===== src/rtl/chdr_resp_arbiter.sv =====
// Packet-atomic round-robin merge of the error (port 0) and ack (port 1) CHDR response
// streams with per-window throttling of error packets. Macro CHDR_RESP_ARBITER_DROP_COUNT_EN enables drop_count.
module chdr_resp_arbiter #(
    parameter logic [15:0] WINDOW_CYCLES = 16'd1000,
    parameter logic [3:0]  MAX_ERR       = 4'd4
) (
    input  logic        clk,
    input  logic        reset_n,
    input  logic        clear,
    input  logic [63:0] i0_tdata,
    input  logic        i0_tlast,
    input  logic        i0_tvalid,
    output logic        i0_tready,
    input  logic [63:0] i1_tdata,
    input  logic        i1_tlast,
    input  logic        i1_tvalid,
    output logic        i1_tready,
    output logic [63:0] o_tdata,
    output logic        o_tlast,
    output logic        o_tvalid,
    input  logic        o_tready,
    output logic [31:0] drop_count,
    output logic [1:0]  dbg_state_o,
    output logic [3:0]  dbg_err_cnt_o
);

    // Handshake: every stream is AXI-Stream style; a beat transfers on a cycle where
    // tvalid && tready, tvalid stays high until that transfer, and tlast marks a packet's final beat.

    typedef enum logic [1:0] {
        IDLE  = 2'd0,
        PASS0 = 2'd1,
        PASS1 = 2'd2,
        DROP0 = 2'd3
    } state_t;

    state_t      state_q, state_d;
    logic        last_grant_q, last_grant_d;
    logic [15:0] win_cnt_q, win_cnt_d;
    logic [3:0]  err_cnt_q, err_cnt_d;
    logic        win_wrap;
    logic        throttled;
    logic        pass0_entry;

    assign throttled   = (err_cnt_q >= MAX_ERR);
    assign win_wrap    = (win_cnt_q == (WINDOW_CYCLES - 16'd1));
    assign pass0_entry = (state_q == IDLE) && (state_d == PASS0);

    always_comb begin
        state_d      = state_q;
        last_grant_d = last_grant_q;
        o_tdata      = '0;
        o_tlast      = 1'b0;
        o_tvalid     = 1'b0;
        i0_tready    = 1'b0;
        i1_tready    = 1'b0;
        case (state_q)
            IDLE: begin
                // Port 0 wins when alone, or on a tie when port 1 was granted last.
                if (i0_tvalid && (!i1_tvalid || last_grant_q)) begin
                    state_d = throttled ? DROP0 : PASS0;
                end else if (i1_tvalid) begin
                    state_d = PASS1;
                end
            end
            PASS0: begin
                o_tdata   = i0_tdata;
                o_tlast   = i0_tlast;
                o_tvalid  = i0_tvalid;
                i0_tready = o_tready;
                if (i0_tvalid && o_tready && i0_tlast) begin
                    state_d      = IDLE;
                    last_grant_d = 1'b0;
                end
            end
            PASS1: begin
                o_tdata   = i1_tdata;
                o_tlast   = i1_tlast;
                o_tvalid  = i1_tvalid;
                i1_tready = o_tready;
                if (i1_tvalid && o_tready && i1_tlast) begin
                    state_d      = IDLE;
                    last_grant_d = 1'b1;
                end
            end
            DROP0: begin
                i0_tready = 1'b1;
                if (i0_tvalid && i0_tlast) begin
                    state_d      = IDLE;
                    last_grant_d = 1'b0;
                end
            end
            default: begin
                state_d = IDLE;
            end
        endcase
    end

    always_comb begin
        win_cnt_d = win_wrap ? 16'd0 : (win_cnt_q + 16'd1);
        err_cnt_d = err_cnt_q;
        // A packet admitted on the wrap cycle is the first one of the new window.
        if (win_wrap) begin
            err_cnt_d = pass0_entry ? 4'd1 : 4'd0;
        end else if (pass0_entry && (err_cnt_q != 4'hF)) begin
            err_cnt_d = err_cnt_q + 4'd1;
        end
    end

    always_ff @(posedge clk or negedge reset_n) begin
        if (!reset_n) begin
            state_q      <= IDLE;
            last_grant_q <= 1'b1;
            win_cnt_q    <= '0;
            err_cnt_q    <= '0;
        end else if (clear) begin
            state_q      <= IDLE;
            last_grant_q <= 1'b1;
            win_cnt_q    <= '0;
            err_cnt_q    <= '0;
        end else begin
            state_q      <= state_d;
            last_grant_q <= last_grant_d;
            win_cnt_q    <= win_cnt_d;
            err_cnt_q    <= err_cnt_d;
        end
    end

`ifdef CHDR_RESP_ARBITER_DROP_COUNT_EN
    logic [31:0] drop_cnt_q, drop_cnt_d;
    logic        drop_done;

    assign drop_done = (state_q == DROP0) && i0_tvalid && i0_tlast;

    always_comb begin
        drop_cnt_d = drop_cnt_q;
        if (drop_done && (drop_cnt_q != 32'hFFFF_FFFF)) begin
            drop_cnt_d = drop_cnt_q + 32'd1;
        end
    end

    always_ff @(posedge clk or negedge reset_n) begin
        if (!reset_n) begin
            drop_cnt_q <= '0;
        end else if (clear) begin
            drop_cnt_q <= '0;
        end else begin
            drop_cnt_q <= drop_cnt_d;
        end
    end

    assign drop_count = drop_cnt_q;
`else
    assign drop_count = 32'd0;
`endif

    assign dbg_state_o   = state_q;
    assign dbg_err_cnt_o = err_cnt_q;

endmodule

===== config.mk =====
export PLATFORM = sky130hd
export DESIGN_NAME = chdr_resp_arbiter
export DESIGN_NICKNAME = d
export VERILOG_FILES = /design/src/rtl/chdr_resp_arbiter.sv
export SDC_FILE = /design/constraint.sdc
export NUM_CORES = 1
export LEC_CHECK = 0
export ABC_AREA = 1
export BUFFER_PORTS_ARGS = -buffer_cell sky130_fd_sc_hd__clkbuf_2
export CELL_PAD_IN_SITES_DETAIL_PLACEMENT = 1
export CELL_PAD_IN_SITES_GLOBAL_PLACEMENT = 2
export CORE_MARGIN = 1.5
export CORE_UTILIZATION = 17
export DETAILED_ROUTE_END_ITERATION = 7
export MAX_ROUTING_LAYER = met4
export PLACE_DENSITY_LB_ADDON = 0.15
export SLEW_MARGIN = 5
export SYNTH_ARGS = -nofsm -noshare
export SYNTH_HDL_FRONTEND = slang
export SYNTH_SLANG_ARGS = --single-unit

===== constraint.sdc =====
create_clock -name clk -period 3.74 [get_ports clk]
set_input_delay 0.748 -clock clk [delete_from_list [all_inputs] [get_ports clk]]
set_output_delay 0.748 -clock clk [all_outputs]
set_load 0.05 [all_outputs]

==> impl_results.md <==
- Outcome: finished clean
- Die Footprint: 16,100 um^2
- Clk sinks: 23
- Highest metal used: met4
- Rows: 45
- Global-route wire length before repair: 17,600 um
- Fin Setup TNS: 0 ps
- Tightest Pin Transition: 626 ps
- Die W: 127 um
- IO Port Bufs: 209
- Cts hold-fix bufs: 0
- LEAKAGE: 1.94 nW
- Sequential share of the synthesized area: 0.221
- Post-cts sizing count: 0
- Mean Syn Cell Area: 5.71 um^2
- Synth top area cells: nand2_1 26%, dfrtp_1 21%, a21oi_1 15%, buf_4 9.2%, nor2_1 5.3%
- Fin crit period: 2850 ps
- H-tree depth reported by CTS: 1
- Setup Slack @ Placement: 1130 ps
- Crit share post-route: 0.762
- Initial DRT Pass Iterations: 4
- Warnings from Yosys: 0
- Cell variety after synth: 28
- Largest family of logic cells by synthesized area: simple AND/OR/NAND/NOR gates
- Max_cap viols: 0
- Ports: 242
- Reg clk slew, reported paths: 60 ps
- Final Max Tran Viols: 0
- Worst Path Arrival: 2100 ps
- HPWL reported at the end of detailed placement: 9560 um
- Antenna Cells: 0
- Final hold vios: 0
- Slew HR: 0.583
- Chip height: 127 um
- Vias in the first global route: 3,326
- CTS Root Cell: clkbuf_16
- Xor/xnor share of the synthesized area: 0.0269
- Via density: 4.12
- Mapped cell area: 2600 um^2
- WL/cell: 14.0 um
- Simple-gate share of the synthesized area: 0.380
- Largest net degree at the start of global routing: 70
- Mux cell area share after synthesis: 0
- Post-Synth Adder-Cell Area: 0.0288
- Total power density per cell area: 386 nW/um^2
- Top cells by count, synth: 182 x nand2_1, 76 x a21oi_1, 37 x nor2_1
- Total power: 1.47 mW
- Initial core utilization: 0.173
- Skew-Pair Late Insertion Delay: 260 ps
- Layout Skew: 6.21 ps
- CP max FO: 40
- Design area: 3800 um^2
- Primary FF master, synth: dfrtp_1
- Startpoint types: flop
- Synth top area share: 0.262
- GP Congestion: 0.753
- Area leader, netlist: nand2_1
- Post-CTS setup repair buffer count: 0
- Peak Freq: 351 MHz
- Core Area: 15,100 um^2
- Initial antenna violation count: 0
- Crit end category: output pin
- Tot GR Track Use: 0.139
- Vias: 3,444
- Synth Register Bits: 23
- Net count, final: 791
- WHS: 469 ps
- Placed Cells: 832
- Worst endpoint required time: 2990 ps
- # DRC: 0
- Unrepaired setup endpoints after global routing: false
- DR iter-0 viols: 74
- Worst hold path type: flop to flop
- Fin util: 0.252
- CTS Buffer Depth: 2
- CTS tree: done
- Ys async rst share: 1.00
- M1 WL: 4860 um
- Total congestion overflow: 0
- Fin cells: 836
- Fill cells: 2,028
- Post-Synthesis Cells: 456
- CTS Buf Count: 3
- Count leader, synth: nand2_1
- Area Overhead vs Synth: 45.9%
- Post-synth EDFFs: 0
- Post-Place Cell Area: 3720 um^2
- # setup viols final: 0
- Routed WL: 11,700 um
- Antenna Violating Nets Remaining: 0
- Compound-Gate Fraction of Synth Area: 0.168
- Final WS setup: 891 ps
- Wire length on met2: 6090 um
- Met3 WL post-DR: 702 um
- Fraction of layout cells with a size suffix above 1: 0.355
- Worst vdd ir: 0.000144 V
- Critical path class: flop to output pin
==> registers in the layout, summed over array words and instances, names as in the netlist <==
register       count
dbg_err_cnt_o      4
dbg_state_o        2
last_grant_q       1
win_cnt_q         16
==> worst paths after layout <==
kind,from,endpoint,slack (ps),cells past startpoint
max,dbg_state_o[0],o_tdata[58],890,6
min,win_cnt_q[0],win_cnt_q[0],470,1
max reg2reg,dbg_state_o[1],last_grant_q,1920,7
min reg2reg,win_cnt_q[0],win_cnt_q[0],470,1
max in group asynchronous,reset_n,dbg_state_o[1],2840,1
min in group asynchronous,reset_n,win_cnt_q[5],490,1
==> worst max-delay path, cell delays in order, from the launching register on <==
cell	delay, ps
dfrtp_1	420
inv_1	110
ha_1	310
inv_2	380
buf_12	270
a21oi_1	70
clkbuf_2	240
==> layout by cell type (no fill, tap or decap), drive strengths merged <==
master,netlist,layout
a21boi,1,1
o211ai,2,2
nor3,8,8
nor2,41,41
o21ai,6,6
clkbuf,15,213
nand2,183,183
nand4,4,4
buf,41,4
inv,30,30
a21oi,76,76
xor2,6,6
conb,1,32
xnor2,2,2
dfrtp,22,22
ha,6,6
nand3,10,10
dfstp,1,1
or2,1,1
==> logic make-up after synthesis <==
family / after synthesis
AO/OA/AOI/OAI: 85
AND/OR/NAND/NOR: 247
adder cells (fa/ha/maj): 6
other: 1
buffers and inverters: 86
XOR/XNOR: 8
flip-flops: 23
==> layout make-up <==
cell class	instances	area [um^2]	share of cell area
clock buffer	4	78.8	0.0207
inverter	30	113	0.0296
multi-input combinational	378	1700	0.446
sequential	23	577	0.152
tap	188	235	0.0619
timing repair buffer	213	1100	0.290
==> power breakdown <==
part / switching [mW] / internal (mW) / total [mW]
Combinational: 0.731 / 0.213 / 0.944
Clock: 0.0976 / 0.146 / 0.244
Sequential: 0.0153 / 0.262 / 0.278
==> layer usage <==
metal / vias up / track usage
li1: 1754 / -
met1: 1571 / 0.160
met2: 115 / 0.263
met3: 4 / 0.0232
met4: 0 / 0.0120
met5: - / -
Power figures use the tool's default switching activity.
